File: config.mk
export PLATFORM = sky130hd
export DESIGN_NAME = io_handshake_unit
export DESIGN_NICKNAME = d
export VERILOG_FILES = /design/src/rtl/io_pkg.sv /design/src/rtl/sync_debounce.sv /design/src/rtl/io_handshake_unit.sv
export SDC_FILE = /design/constraint.sdc
export NUM_CORES = 1
export LEC_CHECK = 0
export CORE_ASPECT_RATIO = 1.75
export CORE_MARGIN = 2
export CORE_UTILIZATION = 30
export CTS_BUF_LIST = sky130_fd_sc_hd__clkbuf_8
export DETAILED_ROUTE_END_ITERATION = 6
export PLACE_DENSITY = 0.64
export SYNTH_ARGS = -nofsm -noshare
export SYNTH_HDL_FRONTEND = slang
export SYNTH_HIERARCHICAL = 1
export SYNTH_SLANG_ARGS = --single-unit
export TNS_END_PERCENT = 50
File: constraint.sdc
create_clock -name clk -period 3.45 [get_ports clk]
set_input_delay 0.69 -clock clk [delete_from_list [all_inputs] [get_ports clk]]
set_output_delay 0.69 -clock clk [all_outputs]
set_load 0.02 [all_outputs]
File: src/rtl/io_pkg.sv
// Shared types and default constants for the I/O handshake unit.
package io_pkg;

  localparam int unsigned DATA_W_DEF      = 32;
  localparam int unsigned SW_W_DEF        = 16;
  localparam int unsigned SYNC_STAGES_DEF = 2;
  localparam int unsigned DEB_CYCLES_DEF  = 4;

  typedef enum logic [1:0] {
    IDLE,
    WAIT_PRESS,
    WAIT_RELEASE,
    HALTED
  } io_state_e;

  // Single command selected from the decoder lines after priority resolution.
  typedef enum logic [2:0] {
    CMD_NONE,
    CMD_HLT,
    CMD_IN,
    CMD_OUT,
    CMD_SCAN
  } io_cmd_e;

  // Priority: halt, then in, then a qualified out, then scan.
  function automatic io_cmd_e decode_cmd(
    input logic hlt,
    input logic in_req,
    input logic output_enable,
    input logic not_out,
    input logic flagw
  );
    io_cmd_e cmd;
    cmd = CMD_NONE;
    if (hlt)                           cmd = CMD_HLT;
    else if (in_req)                   cmd = CMD_IN;
    else if (output_enable && !not_out) cmd = CMD_OUT;
    else if (flagw)                    cmd = CMD_SCAN;
    return cmd;
  endfunction

endpackage

File: src/rtl/sync_debounce.sv
// Synchronizes the board switches and confirm button, then debounces the button.
module sync_debounce #(
  parameter int unsigned SW_W        = 16,
  parameter int unsigned SYNC_STAGES = 2,   // minimum 2
  parameter int unsigned DEB_CYCLES  = 4    // minimum 1
) (
  input  logic            clk_i,
  input  logic            rst_i,
  input  logic [SW_W-1:0] sw_i,
  input  logic            btn_i,
  output logic [SW_W-1:0] sw_sync_o,
  output logic            btn_level_o
);

  localparam int unsigned CNT_W = (DEB_CYCLES < 2) ? 1 : $clog2(DEB_CYCLES + 1);
  localparam logic [CNT_W-1:0] CNT_LAST = CNT_W'(DEB_CYCLES - 1);

  logic [SW_W-1:0]        sw_sync_q [SYNC_STAGES];
  logic [SYNC_STAGES-1:0] btn_sync_q;
  logic [CNT_W-1:0]       cnt_q, cnt_d;
  logic                   level_q, level_d;
  logic                   btn_sync;

  assign btn_sync    = btn_sync_q[SYNC_STAGES-1];
  assign sw_sync_o   = sw_sync_q[SYNC_STAGES-1];
  assign btn_level_o = level_q;

  // Multi-flop synchronizer chains for the asynchronous board inputs.
  always_ff @(posedge clk_i or posedge rst_i) begin
    if (rst_i) begin
      for (int unsigned i = 0; i < SYNC_STAGES; i++) begin
        sw_sync_q[i] <= '0;
      end
      btn_sync_q <= '0;
    end else begin
      sw_sync_q[0] <= sw_i;
      for (int unsigned i = 1; i < SYNC_STAGES; i++) begin
        sw_sync_q[i] <= sw_sync_q[i-1];
      end
      btn_sync_q <= {btn_sync_q[SYNC_STAGES-2:0], btn_i};
    end
  end

  // Count consecutive disagreeing samples; flip the level when the run is long enough.
  always_comb begin
    cnt_d   = '0;
    level_d = level_q;
    if (btn_sync != level_q) begin
      if (cnt_q == CNT_LAST) begin
        level_d = ~level_q;
        cnt_d   = '0;
      end else begin
        cnt_d = cnt_q + CNT_W'(1);
      end
    end
  end

  // Debounce state registers.
  always_ff @(posedge clk_i or posedge rst_i) begin
    if (rst_i) begin
      cnt_q   <= '0;
      level_q <= 1'b0;
    end else begin
      cnt_q   <= cnt_d;
      level_q <= level_d;
    end
  end

endmodule

File: src/rtl/io_handshake_unit.sv
// Services the decoder's in/out/scan/halt requests against the board switches,
// confirm button and display register.
module io_handshake_unit
  import io_pkg::*;
#(
  parameter int unsigned DATA_W      = DATA_W_DEF,
  parameter int unsigned SW_W        = SW_W_DEF,
  parameter int unsigned SYNC_STAGES = SYNC_STAGES_DEF,
  parameter int unsigned DEB_CYCLES  = DEB_CYCLES_DEF
) (
  input  logic              clk,
  input  logic              reset,
  input  logic              inReq,
  input  logic              outputEnable,
  input  logic              notOUT,
  input  logic              flagw,
  input  logic              HLT,
  input  logic [DATA_W-1:0] regData,
  input  logic [SW_W-1:0]   switches,
  input  logic              confirmBtn,
  output logic              stall,
  output logic [DATA_W-1:0] inData,
  output logic              inValid,
  output logic [DATA_W-1:0] displayData,
  output logic              displayValid,
  output logic              scanFlag,
  output logic              halted
);

  logic [SW_W-1:0]   sw_sync;
  logic              btn_level;
  logic [DATA_W-1:0] sw_ext;
  io_cmd_e           cmd;
  logic              capture;
  logic              stall_c;

  io_state_e         state_q;
  logic [DATA_W-1:0] in_data_q;
  logic [DATA_W-1:0] disp_data_q;
  logic              disp_valid_q;
  logic              scan_flag_q;
  logic              halted_q;

  sync_debounce #(
    .SW_W        (SW_W),
    .SYNC_STAGES (SYNC_STAGES),
    .DEB_CYCLES  (DEB_CYCLES)
  ) u_sync_debounce (
    .clk_i       (clk),
    .rst_i       (reset),
    .sw_i        (switches),
    .btn_i       (confirmBtn),
    .sw_sync_o   (sw_sync),
    .btn_level_o (btn_level)
  );

  assign sw_ext  = DATA_W'(sw_sync);
  assign cmd     = decode_cmd(HLT, inReq, outputEnable, notOUT, flagw);
  assign capture = (state_q == WAIT_PRESS) && btn_level && !HLT;

  // Control FSM and the registered display/scan/halt outputs.
  always_ff @(posedge clk or posedge reset) begin
    if (reset) begin
      state_q      <= IDLE;
      in_data_q    <= '0;
      disp_data_q  <= '0;
      disp_valid_q <= 1'b0;
      scan_flag_q  <= 1'b0;
      halted_q     <= 1'b0;
    end else begin
      unique case (state_q)
        IDLE, WAIT_RELEASE: begin
          // A held in request in WAIT_RELEASE waits for the release, then
          // re-enters via IDLE so one press can only ever feed one capture.
          if (state_q == WAIT_RELEASE && !btn_level) begin
            state_q <= IDLE;
          end
          unique case (cmd)
            CMD_HLT: begin
              state_q  <= HALTED;
              halted_q <= 1'b1;
            end
            CMD_IN: begin
              if (state_q == IDLE) state_q <= WAIT_PRESS;
            end
            CMD_OUT: begin
              disp_data_q  <= regData;
              disp_valid_q <= 1'b1;
            end
            CMD_SCAN: scan_flag_q <= btn_level;
            default: ;
          endcase
        end
        WAIT_PRESS: begin
          if (HLT) begin
            state_q  <= HALTED;
            halted_q <= 1'b1;
          end else if (btn_level) begin
            in_data_q <= sw_ext;
            state_q   <= WAIT_RELEASE;
          end
        end
        HALTED: ;
        default: state_q <= IDLE;
      endcase
    end
  end

  // Stall and capture strobe are combinational so the PC and register file
  // react in the same cycle; inData bypasses the register on the capture cycle.
  always_comb begin
    stall_c = 1'b0;
    inValid = 1'b0;
    inData  = in_data_q;
    unique case (state_q)
      IDLE, WAIT_RELEASE: stall_c = (cmd == CMD_IN);
      WAIT_PRESS: begin
        stall_c = !capture;
        inValid = capture;
        if (capture) inData = sw_ext;
      end
      HALTED: stall_c = 1'b1;
      default: stall_c = 1'b0;
    endcase
  end

  assign stall        = stall_c && !reset;
  assign displayData  = disp_data_q;
  assign displayValid = disp_valid_q;
  assign scanFlag     = scan_flag_q;
  assign halted       = halted_q;

endmodule

Word level (Yosys, flattened, before mapping)

Index checks and enable logic that the tools add are counted.

Input bits: 56
Register bits: 91
Logic and storage cells: 64
Output and inout port bits: 69

Add/sub/neg operators: 1
Bitwise gates (word level): 2
Mux-type cells: 19
Equality and inequality tests: 12
Reductions and logical operators: 19

Operator list:

| cell                  | number |
|---|---|
| $mux W16              | 2 |
| $mux W3               | 6 |
| $eq A3 B2 Y1 const B  | 3 |
| $mux W2               | 4 |
| $pmux W2 S2           | 2 |
| $reduce_and A2 Y1     | 4 |
| $reduce_and A3 Y1     | 2 |
| $logic_and A1 B1 Y1   | 5 |
| $logic_not A1 Y1      | 5 |
| $eq A2 B2 Y1 const B  | 2 |
| $add A3 B1 Y3 const B | 1 |
| $eq A3 B1 Y1 const B  | 1 |
| $eq A3 B3 Y1 const B  | 1 |
| $mux W1               | 3 |
| $ne A3 B2 Y1 const B  | 1 |
| $pmux W1 S3           | 1 |
| $eq A2 B1 Y1 const B  | 1 |
| $logic_not A2 Y1      | 1 |
| $ne A2 B1 Y1 const B  | 1 |
| $ne A2 B2 Y1 const B  | 1 |
| $not A1 Y1            | 2 |
| $pmux W1 S2           | 1 |
| $reduce_bool A2 Y1    | 1 |
| $reduce_or A2 Y1      | 1 |
| $ne A1 B1 Y1          | 1 |

Longest topological paths before layout

Depth in word-level cells: 8
Mapped depth: 5
Depth with buffers taken out: 3

Hierarchy

Netlist, hierarchy kept.

By module, submodules not included:

| module            | instances | area an instance (µm²) | cells each | seq. area each (µm²) |
|---|---|---|---|---|
| io_handshake_unit | 1         | 2613.8                 | 161        | 1326.3 |
| sync_debounce     | 1         | 1141.1                 | 62         | 950.9 |

Worst setup path before layout

OpenSTA, ideal clock, no wires.

Path type: input-to-output
Start point: input HLT
End point: output stall
Buffers on the path: 2
Data arrival time: 1.643 ns
Data required time: 2.760 ns
Cell stages on the path: 5
Setup slack: 1.117 ns
Cells stage by stage: inv_1 and2_4 buf_6 buf_12 nor3_1

Longest elaborated chain between the ends: 5
Elaborated cells on any way between the ends: 7
Classes of those cells: eq/ne (1); mux (2); reduce/logical (4)

Ends and longest elaborated chain:

| element                                                         | RTL line                 | source |
|---|---|---|
| from (decl)                                                     | io_handshake_unit.sv:17  | `input logic HLT,` |
| parallel branches: the longest is 3 deep, another holds $mux W3 | --                       |  |
| $pmux W1 S3 *                                                   | io_handshake_unit.sv:115 | `unique case (state_q)` |
| $logic_and A1 B1 Y1 *                                           | io_handshake_unit.sv:127 | `assign stall = stall_c && !reset;` |
| to (decl)                                                       | io_handshake_unit.sv:21  | `output logic stall,` |

Mark *: on every way between the ends.

Worst setup path after layout

Start point: input HLT
End point: output inData[0]

Longest elaborated chain between the ends: 4

Ends and longest elaborated chain:

| element             | RTL line                 | source |
|---|---|---|
| $logic_not A1 Y1    | io_handshake_unit.sv:59  | `assign capture = (state_q == WAIT_PRESS) && btn_level && !HLT;` |
| $logic_and A1 B1 Y1 | io_handshake_unit.sv:59  |  |
| $mux W16            | io_handshake_unit.sv:120 | `if (capture) inData = sw_ext;` |
| $mux W16            | io_handshake_unit.sv:115 |  |
| to (decl)           | io_handshake_unit.sv:22  | `output logic [DATA_W-1:0] inData,` |

No other way between the ends.

==> metrics.yaml <==
fmax_ghz: 0.301
clock-skew-final_ps: 5.82
drtPass1Iterations: 4
routedWlPerCell_um: 13.7
cts_setup_buffers: 0
synth-edff-count: 0
ff_latch_area_mm2: 0.00228
synth_top_area_share_pct: 60.6
area_growth_pct: 32.8
leakagePower_nw: 2.33
postRouteAntennaNets: 0
drtIter0Drc: 45
grt_pass1_vias: 2212
cts.hold.buffers_added: 0
gp_congestion: 0.715
antennaDiodeCount: 0
final_common_cell: "clkdlybuf4s50_1"
r2r_start: "state_q[0]"
dieArea_mm2: 0.0135
drive_gt1_share_pct: 28.3
timing.final.ws_setup_ps: 123
place_ws_ps: 105
finish.net_count: 381
synth_cells: 223
fin_cells: 497
drv_cap: 0
fin_tns_setup_ps: 0
cts_max_path_buffers: 2
cts_sinks: 91
std_cell_rows: 54
crit_path_start_kind: "input pin"
drt_wl_total_um: 6820
setup_viol: 0
cts_resized: 0
die_height_um: 152
fin_crit_sh_pct: 96.4
cp-end-kind: "output pin"
num-fill-cells: 1151
avgViaCountPerCell: 4.05
die_x_um: 88.6
cp.required_ps: 2760
ys_top_cells_by_area: "dfrtp_1, mux2_4, buf_4"
io_buffers: 108
cts_buffers: 9
antenna_found_initial: 0
via_count: 2012
core_mm2: 0.0124
whs_ps: 356
ys_seq_area_share_pct: 60.6
finalCriticalPeriod_ps: 3330
grt_overflow: 0
grt_pass1_wl_um: 11400
drc: 0
hold_path.class: "reg2reg"
post-dp-hpwl_um: 4980
worst-setup-path-type: "in2out"
path_clk_slew_ps: 90
synth_area_mm2: 0.00375
dp.cells: 481
grt_max_degree: 34
worst-path-max-fanout: 32
status: "complete, no violations"
slew-limit-headroom_pct: 53.7
yosysTopAreaCell: "dfrtp_1"
crit_start: "HLT"
cts_tree: "yes"
ys_async_sr_fraction_pct: 100
multi_input_area_mm2: 0.00117
final_cell_mix: "clkdlybuf4s50_1, dfrtp_1, mux2_4"
h-tree-depth: 3
peakVddDrop_v: 0.000147
p_per_area_mw_per_mm2: 411
syn_avg_cell_area_um2: 16.8
start_util_pct: 30.4
yosys_register_bits: 91
min_from: "u_sync_debounce/sw_sync_q[16]"
ctsRootBufferMaster: "clkbuf_8"
rsz0062_at_grt: "no"
hold_viol: 0
slew_viol_final: 0
boundaryPins: 125
yosys_warnings: 6
grt_use_total_pct: 11.1
clock_latency_ps: 350
ys.flop_type: "dfrtp_1"
cp.arrival_ps: 2640
worst_slew_pin_slew_ps: 691
synth_cell_types: 24
area by class of cell:
type / instances / share of cell area (%)
tap: 168 / 4.21
inverter: 4 / 0.301
multi-input combinational: 104 / 23.5
timing repair buffer: 114 / 22.6
clock buffer: 10 / 2.76
clock inverter: 6 / 0.953
sequential: 91 / 45.7
routing by layer:
layer	track usage, %	share of wire, %
met1	13.5	40
met2	17.5	51
met3	3.97	7.3
met4	5.12	2.2
met5	0	0
cell usage after synthesis, types with 2 or more instances:
library cell	number
nor3b_1	2
mux2_4	57
buf_12	3
buf_4	32
a21oi_1	3
inv_1	4
nor3_1	2
buf_6	4
dfrtp_1	91
o21ai_0	2
mux2_2	9
nand2b_1	2
registers in the layout, indices dropped and copies added (netlist names):
name and count:
displayData 32, displayValid 1, halted 1, in_data_q 16
scanFlag 1, state_q 2, u_sync_debounce/btn_level_o 1, u_sync_debounce/btn_sync_q 2
u_sync_debounce/cnt_q 3, u_sync_debounce/sw_sync_o 16, u_sync_debounce/sw_sync_q 16
cells by family after synthesis:
family	after synthesis	synth area share, %
compound gates	6	0.866
flops	91	60.6
xor+xnor	1	0.233
fa+ha+maj	1	0.333
mux	66	25.5
simple gates	14	2.73
other cells	1	0.0999
buf+inv	43	9.60
report_power, final:
part / internal [mW] / switching (mW) / leakage, nW
Combinational: 0.133 / 0.0992 / 1.08
Sequential: 1.12 / 0.0319 / 1.17
Clock: 0.286 / 0.383 / 0.0815
critical path, cell delays in order:
cell             delay [ps]
clkdlybuf4s50_1         420
inv_1                   110
and2_4                  520
mux2_4                  350
clkdlybuf4s50_1         530
path summary, 6_finish.rpt:
path	depth (start not counted)	slack, ps	end
setup / recovery	5	120	inData[0]
hold / removal	0	360	u_sync_debounce/sw_sync_o[0]
setup reg to reg	4	1600	in_data_q[13]
hold reg to reg	0	360	u_sync_debounce/sw_sync_o[0]
max in group asynchronous	3	2060	u_sync_debounce/sw_sync_q[25]
min in group asynchronous	2	690	displayData[4]
per-stage QoR:
stage	power [mW]	cell area [um2]	utilization, %
finish	2.05	4990	40.3
floorplan	1.30	3810	-
global route	2.17	4990	40.3
CTS	2.10	4990	40.3
global placement	1.40	4800	38.8
detailed placement	1.41	4800	38.8
No activity file was read; power rests on OpenSTA's default activity.
